`src/rtl/fetch_stage.sv`:
```
// fetch_stage: instruction-fetch stage with IF/ID pipeline register.
// Keeps the PC, issues single-outstanding word fetches over a valid/ready
// request channel and accepts responses unconditionally. Decode stalls are
// absorbed by a one-entry skid buffer; redirects flush IF/ID and discard any
// response still in flight.
// Optional: define FETCH_PERF_CNT_EN to add perf_fetch_cnt / perf_drop_cnt.
module fetch_stage #(
  parameter int unsigned          XLEN      = 32,
  parameter logic [XLEN-1:0]      RESET_PC  = '0,
  parameter logic [31:0]          NOP_INSTR = 32'h0000_0013
) (
  input  logic            clk,
  input  logic            rst_n,
  output logic            imem_req_valid,
  output logic [XLEN-1:0] imem_req_addr,
  input  logic            imem_req_ready,
  input  logic            imem_rsp_valid,
  input  logic [31:0]     imem_rsp_data,
  input  logic            redirect_valid,
  input  logic [XLEN-1:0] redirect_pc,
  input  logic            stall,
  output logic            id_valid,
  output logic [31:0]     id_instr,
  output logic [XLEN-1:0] id_pc,
  output logic [6:0]      id_opcode
`ifdef FETCH_PERF_CNT_EN
  ,
  output logic [31:0]     perf_fetch_cnt,
  output logic [31:0]     perf_drop_cnt
`endif
);

  typedef enum logic [1:0] {
    S_REQ,
    S_WAIT,
    S_DROP
  } state_t;

  state_t          state;
  logic [XLEN-1:0] pc;
  logic [XLEN-1:0] req_pc;

  logic            buf_valid;
  logic [31:0]     buf_instr;
  logic [XLEN-1:0] buf_pc;

  logic            handshake;
  logic            rsp_take;
  logic            rsp_drop;
  logic [XLEN-1:0] redirect_target;

  // Request is held off while the skid buffer is occupied so it cannot overflow.
  assign imem_req_valid  = rst_n && (state == S_REQ) && !buf_valid;
  assign imem_req_addr   = pc;
  assign handshake       = imem_req_valid && imem_req_ready;
  assign redirect_target = redirect_pc & ~XLEN'(3);

  // A response is kept only in S_WAIT when no redirect arrives with it.
  assign rsp_take = imem_rsp_valid && (state == S_WAIT) && !redirect_valid;
  assign rsp_drop = imem_rsp_valid &&
                    ((state == S_DROP) || ((state == S_WAIT) && redirect_valid));

  assign id_opcode = id_instr[6:0];

  // Fetch FSM, program counter and address of the outstanding request.
  always_ff @(posedge clk or negedge rst_n) begin
    if (!rst_n) begin
      state  <= S_REQ;
      pc     <= RESET_PC;
      req_pc <= RESET_PC;
    end else begin
      case (state)
        S_REQ: begin
          if (handshake) begin
            req_pc <= pc;
            state  <= redirect_valid ? S_DROP : S_WAIT;
          end
        end
        S_WAIT: begin
          if (imem_rsp_valid)      state <= S_REQ;
          else if (redirect_valid) state <= S_DROP;
        end
        S_DROP: begin
          // Outstanding request finishes here even if another redirect lands now.
          if (imem_rsp_valid) state <= S_REQ;
        end
        default: state <= S_REQ;
      endcase

      if (redirect_valid) pc <= redirect_target;
      else if (handshake) pc <= pc + XLEN'(4);
    end
  end

  // IF/ID register and skid buffer: redirect flush, delivery, consumption.
  always_ff @(posedge clk or negedge rst_n) begin
    if (!rst_n) begin
      id_valid  <= 1'b0;
      id_instr  <= NOP_INSTR;
      id_pc     <= '0;
      buf_valid <= 1'b0;
      buf_instr <= NOP_INSTR;
      buf_pc    <= '0;
    end else if (redirect_valid) begin
      id_valid  <= 1'b0;
      id_instr  <= NOP_INSTR;
      buf_valid <= 1'b0;
    end else if (rsp_take) begin
      // buf_valid is always 0 here: no request can be outstanding while it is set.
      if (!id_valid || !stall) begin
        id_valid <= 1'b1;
        id_instr <= imem_rsp_data;
        id_pc    <= req_pc;
      end else begin
        buf_valid <= 1'b1;
        buf_instr <= imem_rsp_data;
        buf_pc    <= req_pc;
      end
    end else if (!stall && buf_valid) begin
      id_valid  <= 1'b1;
      id_instr  <= buf_instr;
      id_pc     <= buf_pc;
      buf_valid <= 1'b0;
    end else if (!stall && id_valid) begin
      id_valid <= 1'b0;
      id_instr <= NOP_INSTR;
    end
  end

`ifdef FETCH_PERF_CNT_EN
  // Count responses kept versus responses thrown away.
  always_ff @(posedge clk or negedge rst_n) begin
    if (!rst_n) begin
      perf_fetch_cnt <= '0;
      perf_drop_cnt  <= '0;
    end else begin
      if (rsp_take) perf_fetch_cnt <= perf_fetch_cnt + 32'd1;
      if (rsp_drop) perf_drop_cnt  <= perf_drop_cnt + 32'd1;
    end
  end
`else
  // rsp_drop only feeds the optional counters.
  logic unused_drop;
  assign unused_drop = rsp_drop;
`endif

endmodule

```
`config.mk`:
```
export PLATFORM = sky130hd
export DESIGN_NAME = fetch_stage
export DESIGN_NICKNAME = d
export VERILOG_FILES = /design/src/rtl/fetch_stage.sv
export SDC_FILE = /design/constraint.sdc
export NUM_CORES = 1
export LEC_CHECK = 0
export CAP_MARGIN = 40
export CORE_MARGIN = 2
export CORE_UTILIZATION = 51
export DETAILED_ROUTE_END_ITERATION = 8
export PLACE_DENSITY = 0.8
export SYNTH_ARGS = -nofsm -noshare
export SYNTH_HDL_FRONTEND = slang
export SYNTH_SLANG_ARGS = --single-unit
```
`constraint.sdc`:
```
create_clock -name clk -period 2.35 [get_ports clk]
set_input_delay 0.3525 -clock clk [delete_from_list [all_inputs] [get_ports clk]]
set_output_delay 0.3525 -clock clk [all_outputs]
set_load 0.01 [all_outputs]
```
==> results of run 1 <==
-- kinds of logic after synthesis --
kind of cell,count (synthesis)
adders and majority gates,1
buffers and inverters,83
other,1
muxes,64
xor gates and xnor gates,9
AOI/OAI and AO/OA,179
and+or+nand+nor,332
DFF,188
-- synth_stat cells (4+ instances only) --
cell type,count
sky130_fd_sc_hd__a21oi_1,89
sky130_fd_sc_hd__a22oi_1,22
sky130_fd_sc_hd__a31oi_1,19
sky130_fd_sc_hd__and2_1,5
sky130_fd_sc_hd__buf_2,4
sky130_fd_sc_hd__buf_4,11
sky130_fd_sc_hd__clkbuf_1,50
sky130_fd_sc_hd__dfrtp_1,182
sky130_fd_sc_hd__dfstp_2,6
sky130_fd_sc_hd__inv_1,14
sky130_fd_sc_hd__mux2_2,26
sky130_fd_sc_hd__mux2i_1,38
sky130_fd_sc_hd__nand2_1,214
sky130_fd_sc_hd__nand3_1,10
sky130_fd_sc_hd__nand4_1,12
sky130_fd_sc_hd__nor2_1,46
sky130_fd_sc_hd__nor4_1,5
sky130_fd_sc_hd__o21ai_0,19
sky130_fd_sc_hd__o22ai_1,11
sky130_fd_sc_hd__o31ai_1,16
sky130_fd_sc_hd__or3_1,5
sky130_fd_sc_hd__or4_1,16
sky130_fd_sc_hd__xnor2_1,5
sky130_fd_sc_hd__xor2_1,4
-- worst max-delay path, delay by kind of cell, from the launching register on --
| family | cells | cell delay (ns) |
|---|---|---|
| buf+inv | 2 | 0.43 |
| simple gates | 1 | 0.61 |
| flops | 1 | 0.42 |
-- final cells by class --
type                            count  area share
Clock buffer                       22     0.04372
Clock inverter                      9    0.005883
Inverter                           15    0.005306
Multi-Input combinational cell    589      0.3060
Sequential cell                   188      0.4344
Tap cell                          216     0.02492
Timing Repair Buffer              190      0.1797
-- per-layer routing --
metal  part of all wire  vias to the layer above  GRT usage
li1                   -                     3239          -
met1               0.44                     3280     0.3278
met3              0.070                       14    0.05152
met4              0.010                        0    0.07005
met2               0.48                      236     0.3805
met5                  0                        -          0
-- metrics by stage --
| stage | power [mW] | std cells |
|---|---|---|
| global route | 8.701 | 1229 |
| floorplan | 4.714 | 860 |
| CTS | 8.394 | 1229 |
| global placement | 5.692 | 1198 |
| finish | 8.320 | 1229 |
| detailed placement | 5.755 | 1198 |
-- flip-flops by register name, summed over array words and instances, names as in the netlist --
name and cells:
buf_instr 32, buf_pc 30, buf_valid 1, id_instr 32, id_pc 30, id_valid 1
imem_req_addr 30, req_pc 30, state 2
-- where the power goes --
group	switching (mW)	internal (mW)
registers	0.374	3.68
logic	0.722	0.915
clock network	1.19	1.43
total	2.29	6.03
-- how the worst max path moves through the flow --
stage                     slack, ns                             to
after floorplan                0.29  imem_req_addr[26]$_DFFE_PN0P_
after global placement         0.12       id_instr[28]$_DFFE_PN0P_
after detailed placement       0.07       id_instr[25]$_DFFE_PN0P_
after CTS                      0.09                 imem_req_valid
after global routing           0.02  imem_req_addr[22]$_DFFE_PN0P_
final                          0.10                 imem_req_valid
==> flow_summary.ini, run 1 <==
[placement]
gp_routability_congestion = 0.8033
dpl.hpwl_um = 13290
post_dp_cell_area_mm2 = 0.01031
pre_cts_slack_ns = 0.07085
numPortBuffers = 168

[timing]
finClkSkew_ns = 0.005729
fin_setup_tns_ns = 0
peak_clock_frequency_supported_by_timing_ghz = 0.4453
hold_slack_ns = 0.1694
maxSlewHeadroom = 0.3616
timing.final.ws_setup_ns = 0.1041
final-max-slew-violation-count = 0
tightestPinTransition_ns = 0.9575
grt_setup_unrepaired = false
final_critical_path_time_including_i_o_delays_and_setup_ns = 2.246
report.final.hold_viol_count = 0
setup_viol = 0
timing.final.crit_share = 0.9557

[global_route]
grt_pass1_wl_um = 33150
grt_max_degree = 189
antenna_found_initial = 0
grt.total_usage = 0.2375
grt_pass1_vias = 6503
globalRoute.totalOverflow = 0

[final_layout]
commonest_non_fill_non_tap_cell_in_the_layout = sky130_fd_sc_hd__nand2_1
postLayoutCellArea_mm2 = 0.01085
areaGrowthSynthToFinish_pct = 29.83
finalCoreUtilization = 0.6803
fill_cells = 1257
final_cell_mix = sky130_fd_sc_hd__nand2_1, sky130_fd_sc_hd__dfrtp_1, sky130_fd_sc_hd__clkdlybuf4s50_1
antenna_cells = 0
register_area_mm2 = 0.004712
nNetsFinal = 1072
multi_input_comb_area_mm2 = 0.003319
drive_gt1_frac = 0.09477

[run_status]
status = complete, no violations

[synthesis]
synth_top_cell_by_area = sky130_fd_sc_hd__dfrtp_1
synth_mux_area_frac = 0.08058
main_combinational_cell_family_by_area_after_synthesis = simple AND/OR/NAND/NOR gates
netlist-cell-type-count = 42
synth-compound-area-share = 0.1245
post_synth_and_or_nand_nor_area_fraction = 0.1748
number_of_synthesized_flops_with_an_enable_pin = 0
synth-async-reset-ratio = 1.000
synth_ff_type = sky130_fd_sc_hd__dfrtp_1
synth_fa_ha_area_frac = 0.001498
netlist_top_cells_area = sky130_fd_sc_hd__dfrtp_1, sky130_fd_sc_hd__nand2_1, sky130_fd_sc_hd__a21oi_1
synth_seq_area_share = 0.5640
synth_largest_type_area_fraction = 0.5452
postSynthRegisterBits = 188
post_synth_instance_area_mm2 = 0.008354
synth_area_per_cell_um2 = 9.748
synth_xor_area_frac = 0.009435
synthesis.instances = 857
synth_warnings = 0

[route]
wl_um = 20220
firstDrtPassIters = 4
via_count = 6769
avgViaCountPerCell = 5.508
drc = 0
detail_route.iter0.violations = 528
detail-route-antenna-nets = 0
route.detailed.wl_per_inst_um = 16.45

[clock_network]
max-clock-path-buffers = 2
path_clk_slew_ns = 0.06
cts-buffers-inserted = 17
tritoncts = yes
clkLatencyLatePin_ns = 0.43
clock_tree.root_cell = sky130_fd_sc_hd__clkbuf_16
htreeDepth = 4
postCtsResizedCells = 1
number_of_buffers_inserted_to_repair_setup_after_cts = 0
number_of_sinks_driven_by_the_clock_tree = 188
post_cts_hold_buffer_count = 0

[floorplan]
fp.dieArea_mm2 = 0.01742
design.portCount = 175
floorplan.initialDensity = 0.5240
chipWidth_um = 132.0
fp.dieH_um = 132.0
core_region_area_mm2 = 0.01594
row_count = 46

[setup_path]
critical_path.reg2reg.endpoint = imem_req_addr[30]$_DFFE_PN0P_
cp_slowest_cell = sky130_fd_sc_hd__or4b_4
rr_worst_depth = 6
worstSetupPathType = flop to primary output
worstReg2RegStart = buf_valid$_DFFE_PN0P_
r2r_setup_slack_ns = 0.12
worstPathRequired_ns = 2.00
cp-start-kind = flop
cpPeakStageDelay_ns = 0.61
critical_path_peak_fanout = 9
worstSetupEndpointType = primary output
cp_cell_sequence = or4b_4, clkinv_2, dlygate4sd2_1
arrival_ns = 1.89
worstSetupStartpoint = buf_valid$_DFFE_PN0P_

[pwr]
power.ir.vdd_worst_mv = 0.5773
cellLeakagePower_nw = 4.712
power_density_mw_per_mm2 = 767.1

[min_path]
class_of_the_worst_hold_path = primary input to async pin

[flow_run]
max_cap_violations = 0
(Power assumes the default switching activity.)
==> run 2, diff against run 1 <==
--- a/config.mk
+++ b/config.mk
@@ -6,6 +6,7 @@
 export NUM_CORES = 1
 export LEC_CHECK = 0
 export CAP_MARGIN = 40
+export CORE_ASPECT_RATIO = 0.75
 export CORE_MARGIN = 2
 export CORE_UTILIZATION = 51
 export DETAILED_ROUTE_END_ITERATION = 8
==> run 2 against run 1 <==
Via count increased by 1.7%. Final cell count about the same. Combinational power about the same. Design area increased by 0.30%. Wire length increased by 4.1%. Hold slack got worse by 0.0089 ns. Sequential power about the same. Critical path depth unchanged. Global-route usage increased by 1.4 points. Critical path type unchanged. Largest power group unchanged. Highest routed layer unchanged.
==> flow_summary.ini, run 2 (synthesis results as in run 1) <==
[clock_network]
clkLatencyLatePin_ns = 0.43
max-clock-path-buffers = 2
tritoncts = yes
htreeDepth = 4
number_of_sinks_driven_by_the_clock_tree = 188
post_cts_hold_buffer_count = 0
cts-buffers-inserted = 17
clock_tree.root_cell = sky130_fd_sc_hd__clkbuf_16
path_clk_slew_ns = 0.07

[floorplan]
core_region_area_mm2 = 0.01602
fp.dieH_um = 114.8
chipWidth_um = 151.8
design.portCount = 175
fp.dieArea_mm2 = 0.01743
row_count = 40
floorplan.initialDensity = 0.5216

[setup_path]
cp_slowest_cell = sky130_fd_sc_hd__or4b_4
cp-start-kind = flop
arrival_ns = 1.93
critical_path_peak_fanout = 9
worstSetupPathType = flop to primary output
cp_num_cells = 3
rr_worst_depth = 6
worstPathRequired_ns = 2.00
worstSetupEndpointType = primary output
cpPeakStageDelay_ns = 0.62
cp_cell_sequence = or4b_4, clkinv_2, dlygate4sd2_1
r2r_setup_slack_ns = 0.09
critical_path_buf_inv_count = 2
worstReg2RegStart = buf_valid$_DFFE_PN0P_
crit_family = simple AND/OR/NAND/NOR gates
critical_path.reg2reg.endpoint = imem_req_addr[30]$_DFFE_PN0P_

[pwr]
cellLeakagePower_nw = 4.741
cell_internal_pwr_mw = 6.102
power_density_mw_per_mm2 = 777.1
portion_of_total_power_attributed_to_the_clock_network = 0.327
netSwitchingFraction = 0.2781
power.ir.vdd_worst_mv = 0.5271
post-layout-total-power_mw = 8.454
seq_power_share = 0.480
switchingPower_mw = 2.351
comb_power_share = 0.193

[min_path]
class_of_the_worst_hold_path = primary input to async pin

[timing]
grt_setup_unrepaired = false
peak_clock_frequency_supported_by_timing_ghz = 0.4389
setup_viol = 0
finClkSkew_ns = 0.008681
report.final.hold_viol_count = 0
fin_setup_tns_ns = 0
final_critical_path_time_including_i_o_delays_and_setup_ns = 2.279
timing.final.crit_share = 0.9696
maxSlewHeadroom = 0.3457
final-max-slew-violation-count = 0
tightestPinTransition_ns = 0.9815

[route]
route.detailed.wl_per_inst_um = 17.11
firstDrtPassIters = 5
detail-route-antenna-nets = 0
avgViaCountPerCell = 5.599
via_count = 6887
drc = 0
wl_um = 21050
detail_route.iter0.violations = 576

[global_route]
grt.total_usage = 0.2516
grt_pass1_wl_um = 34130
globalRouteMet3Util = 0.04683
globalRoute.totalOverflow = 0
antenna_found_initial = 0
grt_pass1_vias = 6615
grt_use_met2 = 0.3766
grt_max_degree = 189
globalRoute.busiestLayer = met1
groute.layer.met1.usage = 0.3781

[final_layout]
nNetsFinal = 1078
commonest_non_fill_non_tap_cell_in_the_layout = sky130_fd_sc_hd__nand2_1
drive_gt1_frac = 0.1010
finish.cell_count_without_fillers = 1230
top_regs = buf_instr: 32 flops, id_instr: 32 flops
antenna_cells = 0
final_cell_mix = sky130_fd_sc_hd__nand2_1, sky130_fd_sc_hd__dfrtp_1, sky130_fd_sc_hd__clkdlybuf4s50_1
areaGrowthSynthToFinish_pct = 30.22

[placement]
dpl.hpwl_um = 13650
gp_routability_congestion = 0.7943
numPortBuffers = 168
dp_cell_count = 1196

[flow_run]
max_cap_violations = 0

[run_status]
status = complete, no violations
[run 2: cell count changes in the layout (fill, tap and decap cells not counted), moves of 2 or more]
| cell | delta |
|---|---|
| sky130_fd_sc_hd__buf_4 | +9 |
| sky130_fd_sc_hd__buf_12 | -3 |
| sky130_fd_sc_hd__inv_6 | +3 |
| sky130_fd_sc_hd__clkbuf_8 | -2 |
[run 2: power by group through the flow]
stage                     Combinational (mW)  Clock (mW)  Sequential (mW)
after global placement                  1.59           0             4.10
after floorplan                        0.572           0             4.14
final                                   1.63        2.76             4.06
after global routing                    1.79        2.96             4.12
after detailed placement                1.63           0             4.10
after CTS                               1.65        2.80             4.05
[run 2: what timing repair did]
item                       CTS  global route
buffers inserted             0             2
setup endpoints to repair    1             3
pin swaps                    0             1
resized for setup            1             0
[run 2: worst max-delay path by stage]
stage	end	from
5_1_grt	imem_req_valid	buf_valid$_DFFE_PN0P_
3_5_place_dp	imem_req_addr[30]$_DFFE_PN0P_	buf_valid$_DFFE_PN0P_
3_3_place_gp	imem_req_addr[13]$_DFFE_PN0P_	buf_valid$_DFFE_PN0P_
6_report	imem_req_valid	buf_valid$_DFFE_PN0P_
4_1_cts	imem_req_addr[13]$_DFFE_PN0P_	buf_valid$_DFFE_PN0P_
2_1_floorplan	imem_req_addr[26]$_DFFE_PN0P_	buf_valid$_DFFE_PN0P_
[run 2: metrics by stage]
step | worst slack [ns] | hold slack, ns | utilization | area [um^2]
after floorplan | 0.2865 | 0.05691 | - | 8366
after global placement | 0.1837 | 0.4476 | 0.6435 | 10310
after detailed placement | 0.1335 | 0.4512 | 0.6435 | 10310
after CTS | 0.06170 | 0.2186 | 0.6784 | 10860
after global routing | 0.005116 | 0.2567 | 0.6793 | 10880
final | 0.07145 | 0.1605 | 0.6793 | 10880
[run 2: layout make-up]
| cell class | instances | area [um^2] |
|---|---|---|
| sequential | 188 | 4712 |
| clock buffer | 20 | 446.7 |
| inverter | 15 | 57.56 |
| clock inverter | 12 | 112.6 |
| tap | 210 | 262.8 |
| fill | 1203 | 5136 |
| multi-input combinational | 589 | 3331 |
| timing repair buffer | 196 | 1957 |
[run 2: metal layers]
layer  up-vias  share of wire
met5         -              0
met4         0          0.014
met3        31          0.072
met2       285           0.45
met1      3326           0.46
li1       3245              -
[run 2: worst register-to-register path: stages (launching register included)]
cell and delay (ns):
sky130_fd_sc_hd__dfrtp_1 0.42, sky130_fd_sc_hd__or4b_4 0.62, sky130_fd_sc_hd__clkinv_2 0.16, sky130_fd_sc_hd__nand4_1 0.10, sky130_fd_sc_hd__buf_4 0.20, sky130_fd_sc_hd__or4_1 0.49, sky130_fd_sc_hd__a31oi_1 0.19
==> run 3, diff against run 2 <==
--- a/config.mk
+++ b/config.mk
@@ -11,6 +11,7 @@
 export CORE_UTILIZATION = 51
 export DETAILED_ROUTE_END_ITERATION = 8
 export PLACE_DENSITY = 0.8
+export SKIP_LAST_GASP = 1
 export SYNTH_ARGS = -nofsm -noshare
 export SYNTH_HDL_FRONTEND = slang
 export SYNTH_SLANG_ARGS = --single-unit
==> results of run 3 <==
Final layout, timing and power as in run 2 (identical DEF).
